[config.mk]
export PLATFORM = sky130hd
export DESIGN_NAME = hazard_stall_ctrl
export DESIGN_NICKNAME = d
export VERILOG_FILES = /design/src/rtl/hazard_stall_ctrl_pkg.sv /design/src/rtl/hazard_stall_ctrl_sat_counter.sv /design/src/rtl/hazard_stall_ctrl.sv
export SDC_FILE = /design/constraint.sdc
export NUM_CORES = 1
export LEC_CHECK = 0
export CAP_MARGIN = 20
export CORE_ASPECT_RATIO = 0.5
export CORE_MARGIN = 10
export CORE_UTILIZATION = 45
export CTS_BUF_LIST = sky130_fd_sc_hd__clkbuf_8
export DETAILED_ROUTE_END_ITERATION = 10
export PLACE_DENSITY = 0.78
export SYNTH_ARGS = -nofsm -noshare
export SYNTH_HDL_FRONTEND = slang
export SYNTH_SLANG_ARGS = --single-unit
[constraint.sdc]
create_clock -name clk -period 1.8 [get_ports clk]
set_input_delay 0.36 -clock clk [delete_from_list [all_inputs] [get_ports clk]]
set_output_delay 0.36 -clock clk [all_outputs]
set_load 0.02 [all_outputs]
[src/rtl/hazard_stall_ctrl_pkg.sv]
// Shared types and helpers for the pipeline hazard/stall controller.
// State encodings match the core's pipeline-control definitions (RUN=0, WAIT=1, ERR=2).
package hazard_stall_ctrl_pkg;

    typedef enum logic [1:0] {
        StRun  = 2'd0,
        StWait = 2'd1,
        StErr  = 2'd2
    } state_e;

    // Wide enough for the largest legal timeout (255).
    localparam int unsigned WaitCntW = 8;

    // True when the ID instruction reads a register the given stage will write.
    function automatic logic raw_check(input logic [4:0] src1,
                                       input logic [4:0] src2,
                                       input logic       two_src,
                                       input logic [4:0] dest,
                                       input logic       wb_en);
        return wb_en && ((src1 == dest) || (two_src && (src2 == dest)));
    endfunction

endpackage

[src/rtl/hazard_stall_ctrl_sat_counter.sv]
// Saturating up-counter: counts cycles with inc=1 and sticks at all-ones.
module sat_counter #(
    parameter int unsigned W = 16
) (
    input  logic         clk,
    input  logic         rst,
    input  logic         inc,
    output logic [W-1:0] cnt
);

    logic [W-1:0] cnt_q;
    logic [W-1:0] cnt_d;

    always_comb begin
        cnt_d = cnt_q;
        if (inc && (cnt_q != {W{1'b1}})) begin
            cnt_d = cnt_q + {{(W-1){1'b0}}, 1'b1};
        end
    end

    always_ff @(posedge clk or negedge rst) begin
        if (!rst) begin
            cnt_q <= '0;
        end else begin
            cnt_q <= cnt_d;
        end
    end

    assign cnt = cnt_q;

endmodule

[src/rtl/hazard_stall_ctrl.sv]
// Load-use / RAW stall detection, SRAM-wait pipeline freeze with timeout,
// deferred branch flush and saturating stall/freeze performance counters.
module hazard_stall_ctrl
    import hazard_stall_ctrl_pkg::*;
#(
    parameter int unsigned MEM_TIMEOUT = 15,
    parameter int unsigned CNT_W       = 16
) (
    input  logic             clk,
    input  logic             rst,
    input  logic             forward_en,
    input  logic [4:0]       src1_ID,
    input  logic [4:0]       src2_ID,
    input  logic             two_src,
    input  logic [4:0]       dest_EXE,
    input  logic             WB_EN_EXE,
    input  logic             MEM_R_EN_EXE,
    input  logic [4:0]       dest_MEM,
    input  logic             WB_EN_MEM,
    input  logic             mem_req,
    input  logic             sram_ready,
    input  logic             branch_taken,
    output logic             hazard_stall,
    output logic             pipe_freeze,
    output logic             flush,
    output logic             mem_timeout,
    output logic [CNT_W-1:0] stall_cycles,
    output logic [CNT_W-1:0] freeze_cycles
);

    localparam logic [WaitCntW-1:0] WaitLast = WaitCntW'(MEM_TIMEOUT - 1);

    state_e              state_q, state_d;
    logic [WaitCntW-1:0] wait_cnt_q, wait_cnt_d;
    logic                flush_pend_q, flush_pend_d;
    logic                mem_timeout_q, mem_timeout_d;

    logic raw_exe, raw_mem, hazard;
    logic freeze_raw, flush_raw, stall_raw;

    assign raw_exe = raw_check(src1_ID, src2_ID, two_src, dest_EXE, WB_EN_EXE);
    assign raw_mem = raw_check(src1_ID, src2_ID, two_src, dest_MEM, WB_EN_MEM);

    // With forwarding only a load in EXE cannot be bypassed in time.
    assign hazard = forward_en ? (raw_exe && MEM_R_EN_EXE) : (raw_exe || raw_mem);

    always_comb begin
        state_d       = state_q;
        wait_cnt_d    = wait_cnt_q;
        mem_timeout_d = mem_timeout_q;
        freeze_raw    = 1'b0;
        case (state_q)
            StRun: begin
                freeze_raw = mem_req && !sram_ready;
                if (freeze_raw) begin
                    state_d    = StWait;
                    wait_cnt_d = {{(WaitCntW-1){1'b0}}, 1'b1};
                end
            end
            StWait: begin
                freeze_raw = !sram_ready;
                if (sram_ready) begin
                    state_d    = StRun;
                    wait_cnt_d = '0;
                end else if (wait_cnt_q == WaitLast) begin
                    state_d       = StErr;
                    mem_timeout_d = 1'b1;
                end else begin
                    wait_cnt_d = wait_cnt_q + {{(WaitCntW-1){1'b0}}, 1'b1};
                end
            end
            StErr: begin
                freeze_raw = 1'b1;
            end
            default: begin
                state_d    = StRun;
                wait_cnt_d = '0;
            end
        endcase
    end

    assign flush_raw = (branch_taken || flush_pend_q) && !freeze_raw;
    assign stall_raw = hazard && !freeze_raw && !flush_raw;

    // A branch seen while frozen is remembered and issued exactly once afterwards.
    always_comb begin
        flush_pend_d = flush_pend_q;
        if (flush_raw) begin
            flush_pend_d = 1'b0;
        end else if (branch_taken && freeze_raw) begin
            flush_pend_d = 1'b1;
        end
    end

    always_ff @(posedge clk or negedge rst) begin
        if (!rst) begin
            state_q       <= StRun;
            wait_cnt_q    <= '0;
            flush_pend_q  <= 1'b0;
            mem_timeout_q <= 1'b0;
        end else begin
            state_q       <= state_d;
            wait_cnt_q    <= wait_cnt_d;
            flush_pend_q  <= flush_pend_d;
            mem_timeout_q <= mem_timeout_d;
        end
    end

    // Combinational controls are forced low for the whole reset window.
    assign pipe_freeze  = rst && freeze_raw;
    assign flush        = rst && flush_raw;
    assign hazard_stall = rst && stall_raw;
    assign mem_timeout  = mem_timeout_q;

    sat_counter #(
        .W (CNT_W)
    ) u_stall_cnt (
        .clk (clk),
        .rst (rst),
        .inc (hazard_stall),
        .cnt (stall_cycles)
    );

    sat_counter #(
        .W (CNT_W)
    ) u_freeze_cnt (
        .clk (clk),
        .rst (rst),
        .inc (pipe_freeze),
        .cnt (freeze_cycles)
    );

endmodule
==> results of run 1 <==
cells in the mapped netlist (all sizes together) (2+ instances only):
cell type  instances  area share
and4               5       0.018
nor4b              2      0.0072
o21ai              5       0.010
a21oi              3      0.0061
ha                 4       0.020
xor2              20       0.072
buf                2      0.0077
nor2              18       0.030
nand3             23       0.049
nand3b             3       0.014
nor4               4       0.010
xnor2             32        0.11
nand4             13       0.036
nand2b             5       0.013
and3               6       0.015
nand2             18       0.028
dfrtp             44        0.45
nor2b              3      0.0077
nor3               6       0.014
mux2               3       0.014
inv                2      0.0031
placed cells by master (no fill, tap or decap), drive strengths merged, types with 2 or more instances in the layout:
master,synthesis,layout
buf,2,69
dfrtp,44,44
xnor2,32,32
clkdlybuf4s50,0,23
nand3,23,23
xor2,20,20
nand2,18,18
nor2,18,18
dlymetal6s2s,0,14
nand4,13,13
and3,6,6
clkbuf,0,6
nor3,6,6
clkdlybuf4s15,0,6
nand2b,5,5
o21ai,5,5
and4,5,5
dlygate4sd2,0,4
nor4,4,4
ha,4,4
mux2,3,3
a21oi,3,3
nor2b,3,3
nand3b,3,3
inv,2,2
clkinv,0,2
nor4b,2,2
power by group:
group,total (uW),switching [uW],internal (uW)
Clock,648,342,307
Sequential,1180,105,1070
Combinational,758,384,373
Total,2590,831,1750
how the worst max path moves through the flow:
stage	depth (start not counted)	slack [ps]	to
after floorplan	6	-10	hazard_stall
after global placement	7	-970	hazard_stall
after detailed placement	7	-1010	hazard_stall
after CTS	7	-120	hazard_stall
after global routing	7	-170	hazard_stall
final	7	-120	hazard_stall
per-layer routing:
metal,up-vias,wire length [microns],global-route usage
met4,0,67,0.04365
met3,8,341,0.04278
met1,1120,2890,0.1549
met2,52,3794,0.2756
li1,1077,-,-
met5,-,0,0
worst max-delay path, cell delays in order:
cell and delay (ps):
buf_6 100, xnor2_2 130, nand2_1 60, or4_4 540, nand4_4 110, nor2b_4 140
buf_6 120
registers in the layout, summed over array words and instances (netlist names):
| signal | cells |
|---|---|
| flush_pend_q | 1 |
| wait_cnt_q | 8 |
| state_q | 2 |
| u_freeze_cnt.cnt | 16 |
| u_stall_cnt.cnt | 16 |
| mem_timeout | 1 |
metrics by stage:
step,cells,worst slack (ps),total power (uW)
detailed placement,407,-1010,1913
floorplan,235,-14.59,1502
global placement,407,-972.8,1881
finish,427,-123.1,2585
CTS,419,-123.9,2571
global route,427,-172.0,2707
area by class of cell:
type,instances,area (sq um)
Clock buffer,6,82.58
Clock inverter,2,10.01
Fill cell,348,1200
Inverter,2,7.507
Multi-Input combinational cell,187,1544
Sequential cell,44,1107
Tap cell,70,87.58
Timing Repair Buffer,116,1051
cells by family (layout without fill, tap and decap cells):
| logic type | Yosys count | after routing | synth area share |
|---|---|---|---|
| simple gates | 113 | 113 | 0.2670 |
| xor+xnor | 52 | 52 | 0.1862 |
| flops | 44 | 44 | 0.4501 |
| compound gates | 14 | 14 | 0.04757 |
| fa+ha+maj | 4 | 4 | 0.02046 |
| mux | 4 | 4 | 0.01790 |
| buf+inv | 4 | 126 | 0.01074 |
timing repair:
item	in CTS	in global routing
endpoints found under the setup margin	29	48
buffers inserted	4	8
hold endpoints to repair	0	0
resized for setup	112	44
pin swaps	21	21
==> results.txt, run 1 <==
Top-Level Pins: 66
Die Ht: 72.14 microns
Mapped Avg Cell Area: 10.41 sq um
Layout area overhead: 59.03%
worst hold path class: in2async
post-synth net total: 269
TNS Setup: -620.3 ps
post-synthesis cell type count: 41
hold slack: 86.89 ps
max_slew headroom: 0.7280
clock-pin slew on the worst setup and hold paths: 80 ps
Crit. End Element: output pin
Tot GR Track Use: 0.1451
pin count of the biggest net entering global routing: 21
Finished Core Util: 0.7643
vias in the first global route: 2325
ratio of cells with drive above 1 in the final layout: 0.3417
RSZ-0062 raised after global routing: true
fmax: 520.0 MHz
Critical path origin: src1_ID[1]
total core area: 5090 sq um
Post-Synthesis Cells: 235
Port Buffers: 65
Row Count: 18
EDFF count, synth: 0
register bit total from synthesis: 44
VDD IR max: 0.0004017 V
DR iter-0 viols: 147
Data required, critical path: 1440 ps
clk sinks: 44
H-tree depth: 2
Clock Latency Late Sink: 300 ps
hpwl dp: 5162 microns
antenna violations before repair: 0
Slew @ Worst Pin: 408.0 ps
worst endpoint data arrival time: 1560 ps
Design Area, Final: 3890 sq um
Pwr Density: 664.6 nW/um^2
Routed Antenna Nets: 0
Hold Buf Count CTS: 0
DIE AREA: 8964 sq um
Routed WL: 7094 microns
CP Max Fanout: 2
CTS tree: built
clock root buffer: clkbuf_8
violated checks: negative setup slack
placed inst area: 3500 sq um
max-slew violation count: 0
# diodes: 0
cell leakage power: 0.001970 uW
RD Place Congestion: 0.8968
register area share after synthesis: 0.4501
Startpoint Class: primary input
Num CTS Buffers: 5
Layout Skew: 5.966 ps
1st-pass router iterations: 4
first-pass GRT wire length: 11000 microns
run status: finished, violations left
GRT overflow: 0
Starting Density: 0.4806
Main synth FF type: dfrtp_1
Yosys Warn Count: 0
worst r2r dst: u_freeze_cnt.cnt[8]$_DFFE_PN0P_
Setup CP Type: in2out
asr flop ratio synth: 1.000
post-layout minimum cycle time: 1923 ps
vias per cell: 5.286
Reg2Reg Setup Slack: -80 ps
Mapped Area: 2446 sq um
clock buffer depth: 2
DR WL/cell: 16.61 microns
Setup Viol. Count Final: 15
final hold violation count: 0
max-cap viol count: 0
setup ws final: -123.1 ps
Die W: 124.3 microns
via count: 2257
final worst path period share: 1.068
worst r2r src: state_q[0]$_DFFE_PN0P_
DR DRC count: 0
nets: 390
Worst R2R Path Depth: 7
No activity file was read; power rests on OpenSTA's default activity.
==> run 2: changes to the inputs <==
- CTS_CLUSTER_DIAMETER: not set -> 80
==> results of run 2 <==
No change in the layout: final DEF, timing and power equal those of run 1.
==> run 3: changes to the inputs <==
- SKIP_CTS_REPAIR_TIMING: not set -> 1
- clock period: 1.8 -> 1.6 ns (I/O delays scaled with it)
==> run 3 against run 2 <==
Largest power group unchanged. The run still ends with negative setup slack left. First-iteration DRC count is 29% higher. Register-to-register slack worse by 260 ps. Non-clock buffer count is 16 higher. Global-route usage is 0.16 points higher. Critical path type is now reg2reg. Count of clock-buffer cells in the layout stayed put. Final cell count is 3.7% higher.
==> results.txt, run 3 (synthesized netlist as in run 1, its figures left out) <==
Top-Level Pins: 66 (unchanged)
Largest delay share family, worst path: simple AND/OR/NAND/NOR gates
Port Buffers: 65 (unchanged)
ratio of cells with drive above 1 in the final layout: 0.4048 (+0.06309)
vias per cell: 5.458 (+3.3%)
final hold violation count: 0 (unchanged)
nets: 406 (+4.1%)
H-tree depth: 2 (unchanged)
first-pass GRT wire length: 11210 microns (+1.9%)
critical path's largest stage delay: 400 ps (-140 ps)
placed inst area: 3714 sq um (+6.1%)
Setup CP Type: reg2reg
DIE AREA: 8964 sq um (unchanged)
hold slack: 68.34 ps (-18.55 ps)
pin count of the biggest net entering global routing: 16 (-24%)
setup ws final: -342.0 ps (-218.9 ps)
Slew @ Worst Pin: 351.3 ps (-56.75 ps)
Routed Antenna Nets: 0 (unchanged)
Startpoint Class: flop
Layout Skew: 8.870 ps (+2.905 ps)
DP Cell Count: 430 (+5.7%)
Global Route met2 Usage: 0.2715 (-0.004070)
antenna violations before repair: 0 (unchanged)
commonest non-fill, non-tap cells in the layout: buf_4, dlymetal6s2s_1, dfrtp_1
Setup Viol. Count Final: 42 (+27)
TNS Setup: -8127 ps (-7506 ps)
violated checks: negative setup slack
RD Place Congestion: 0.8552 (-4.6%)
post-route insts no fill: 443 (+3.7%)
GRT overflow: 0 (unchanged)
Num CTS Buffers: 5 (unchanged)
Data required, critical path: 1800 ps (+360 ps)
CP Max Fanout: 4 (+2)
1st-pass router iterations: 4 (unchanged)
post-layout minimum cycle time: 1942 ps
worst path bufs/invs: 1 (-1)
area of the multi-input gates: 1677 sq um (+8.6%)
met3 usage: 0.05946 (+0.01668)
# diodes: 0 (unchanged)
cell leakage power: 0.002598 uW (+32%)
max_slew headroom: 0.7598 (+0.03178)
busiest grt layer: met2
Crit. End Element: flop
clock buffer depth: 2 (unchanged)
Routed WL: 8698 microns (+23%)
Starting Density: 0.4806 (unchanged)
max-slew violation count: 0 (unchanged)
dpl ws: -1108 ps (-98.29 ps)
via count: 2418 (+7.1%)
total core area: 5090 sq um (unchanged)
Clock Latency Late Sink: 300 ps (about the same)
Pwr Density: 706.9 nW/um^2 (+6.4%)
fmax: 514.9 MHz
CTS tree: built
commonest non-fill, non-tap cell in the layout: buf_4
CP Cell Sequence: nor2_2 -> o31a_4 -> and4b_1 -> buf_4 -> nand4_1 -> nor2_1 -> xor2_1
M1 GR Usage: 0.1567 (+0.001840)
Slowest-stage cell, CP: dfrtp_1
final worst path period share: 1.214
run status: finished, violations left
hpwl dp: 5453 microns (+5.6%)
Die W: 124.3 microns (unchanged)
Fillers: 262 (-25%)
Tot GR Track Use: 0.1467 (+0.001606)
worst endpoint data arrival time: 2140 ps (+580 ps)
vias in the first global route: 2466 (+6.1%)
DR iter-0 viols: 189 (+29%)
clk sinks: 44 (unchanged)
storage element area: 1122 sq um (+1.4%)
DR WL/cell: 19.63 microns (+18%)
DR DRC count: 0 (unchanged)
VDD IR max: 0.0004231 V (+5.3%)
Row Count: 18 (unchanged)
Die Ht: 72.14 microns (unchanged)
clock-pin slew on the worst setup and hold paths: 80 ps (about the same)
clock root buffer: clkbuf_8
max-cap viol count: 0 (unchanged)
Design Area, Final: 4284 sq um (+10%)
Layout area overhead: 75.14%
RSZ-0062 raised after global routing: true
worst hold path class: in2async
run 3: cell types whose count changed in the layout (fill, tap and decap cells not counted), moves of 5 or more:
cell             delta
buf_4              +13
dfrtp_2            +12
dfrtp_1            -12
xnor2_2             +5
nand3_4             +5
clkdlybuf4s50_1    -19
xnor2_1             -5
nand3_1             -6
dlymetal6s2s_1     +39
buf_2               -8
run 3: final timing paths:
check,slack (ps),start,depth (start not counted),end
setup / recovery,-340,state_q[0]$_DFFE_PN0P_,7,u_freeze_cnt.cnt[15]$_DFFE_PN0P_
hold / removal,70,rst,2,u_stall_cnt.cnt[14]$_DFFE_PN0P_
setup reg to reg,-340,state_q[0]$_DFFE_PN0P_,7,u_freeze_cnt.cnt[15]$_DFFE_PN0P_
hold reg to reg,510,mem_timeout$_DFFE_PN0P_,1,mem_timeout$_DFFE_PN0P_
max in group asynchronous,1200,rst,3,u_freeze_cnt.cnt[11]$_DFFE_PN0P_
min in group clk,420,mem_req,3,state_q[0]$_DFFE_PN0P_
run 3: stage by stage:
stage                     total power [uW]    util
final                                 3028  0.8417
after global routing                  3172  0.8417
after CTS                             2941  0.7473
after detailed placement              2238  0.7296
after global placement                2201  0.7296
after floorplan                       1712       -
run 3: area by class of cell:
cell class | count | area share
clock buffers | 6 | 0.01928
clock inverters | 2 | 0.001752
inverters | 2 | 0.001752
multi-input cells | 187 | 0.3914
flip-flops and latches | 44 | 0.2620
well taps | 70 | 0.02044
repair buffers | 132 | 0.3034
run 3: per-layer routing:
layer | part of all wire | wire, microns
met1 | 0.37 | 3250
met2 | 0.54 | 4680
met3 | 0.069 | 599
met4 | 0.019 | 168
met5 | 0 | 0
run 3: power by group:
group	leakage, uW	switching, uW	total (uW)	internal (uW)
clock	0.0000538	373	713	340
combinational	0.00197	519	1000	482
sequential	0.000572	98.1	1310	1220
total	0.00260	990	3030	2040
run 3: worst register-to-register path: stages (launching register included):
cell,delay (ps)
dfrtp_1,400
nor2_2,60
o31a_4,390
and4b_1,280
buf_4,120
nand4_1,190
nor2_1,190
xor2_1,220
==> patch: new RTL, flow settings as in run 3 <==
Set the parameter `CNT_W` to 32 (it was 16).
--- a/src/rtl/hazard_stall_ctrl.sv
+++ b/src/rtl/hazard_stall_ctrl.sv
@@ -5,5 +5,5 @@
 #(
     parameter int unsigned MEM_TIMEOUT = 15,
-    parameter int unsigned CNT_W       = 16
+    parameter int unsigned CNT_W       = 32
 ) (
     input  logic             clk,
Interface: changed (resized freeze_cycles and stall_cycles); port bits go from 66 to 98. The function was not compared with the original's and may differ.
==> patch against run 3 <==
The run still ends with negative setup slack left. Wire length grew 59%. Cell count rose by 75%. Utilization up 1.2 points. Power increased by 69%. Count of clock-buffer cells in the layout rose by 3. Synthesized area grew 64%. Via count rose by 65%. Hold slack better by 0.044 ns. Synthesized cell count increased by 67%. First-iteration DRC count fell by 18%. Setup slack got worse by 0.066 ns. Sequential cell count increased by 32. Cell area increased by 73%.
==> patch: results (changes against run 3) <==
Synthesis
  – Mean post-synth cell area: 10.18 um2 (was 10.41 um2)
  – Synth area leaders: dfrtp_1 48%, xnor2_1 14%, xor2_1 4.8%, nand2_1 4.5%, nand4_1 4.4% (was dfrtp_1 45%, xnor2_1 11%, xor2_1 7.2%, nand3_1 4.5%, nand4_1 3.1%)
  – Sequential area share after synthesis: 47.53% (was 45.01%)
  – Netlist cell types: 46 (was 41)

Power and ir drop
  – Pleak: 0.004454 uW (was 0.002598 uW)
  – Max VDD drop: 0.7370 mV (was 0.4231 mV)

Finish
  – Design Area, Final: 7406 um2 (was 4284 um2)
  – Layout cells sized above 1: 47.18% (was 40.48%)
  – Final net count: 686 (was 406)

Critical path
  – Data arrival, critical path: 2.26 ns (was 2.14 ns)
  – Max FO, Critical Path: 5 (was 4)

Timing
  – Worst slew pin tran: 0.6422 ns (was 0.3513 ns)
  – Post-route setup slack: -0.4078 ns (was -0.3420 ns)
  – Setup violators final: 74 (was 42)
  – Setup TNS: -16.49 ns (was -8.127 ns)

Global routing
  – Vias in the first global route: 3,965 (was 2,466)
  – All-Layer GR Usage: 16.91% (was 14.67%)

Clock tree
  – Clk_lat worst skew: 0.36 ns (was 0.30 ns)

Placed design
  – GPL Wtd Cong: 0.8367 (was 0.8552)
  – # port buffers: 97 (was 65)
  – Placement Cell Area: 6365 um2 (was 3714 um2)
  – Pre-CTS WS: -1.186 ns (was -1.108 ns)
  – Placed insts: 739 (was 430)

Drt
  – DR vias/cell: 5.167 (was 5.458)
  – Total Wirelength: 13,850 um (was 8698 um)

Outcome
  – Status: finished, violations left (unchanged)
  – Failing checks: negative setup slack (unchanged)
## patch: cell families (layout without fill, tap and decap cells)
logic type	Yosys count	after routing	synth area share (%)
and+or+nand+nor	188	188	26.24
AOI/OAI and AO/OA	13	13	2.408
DFF	76	76	47.53
adders and majority gates	4	4	1.251
buffers and inverters	21	285	2.439
xor gates and xnor gates	87	87	19.04
muxes	4	4	1.094
## patch: layout make-up
cell class                      instances  share of cell area (%)
Clock buffer                            9                   1.673
Clock inverter                          7                   1.132
Inverter                               12                  0.6420
Multi-Input combinational cell        296                   34.94
Sequential cell                        76                   26.25
Tap cell                              117                   1.977
Timing Repair Buffer                  257                   33.38
## patch: critical path: cells and delay by family (launching register included)
family / cells / cell delay, ns
buf+inv: 2 / 0.34
flops: 1 / 0.38
compound gates: 1 / 0.18
simple gates: 4 / 0.75
xor+xnor: 1 / 0.25
## patch: worst min-delay path by stage
| stage | slack, ns | cells past startpoint | endpoint |
|---|---|---|---|
| after floorplan | 0.02 | 0 | flush_pend_q |
| after global placement | 0.28 | 2 | flush_pend_q |
| after detailed placement | 0.28 | 2 | state_q[0] |
| after CTS | -0.11 | 2 | wait_cnt_q[0] |
| after global routing | 0.12 | 3 | u_freeze_cnt.cnt[29] |
| final | 0.11 | 3 | u_freeze_cnt.cnt[29] |
## patch: power breakdown
part	switching [uW]	internal (uW)	total, uW
clock network	714	862	1580
registers	110	2050	2160
logic	687	712	1400
total	1510	3620	5130
## patch: layer usage
metal / GRT usage, % / routed length (um)
met5: 0 / 0
met4: 5.030 / 277
met3: 7.217 / 891
met2: 30.24 / 7505
met1: 18.10 / 5177
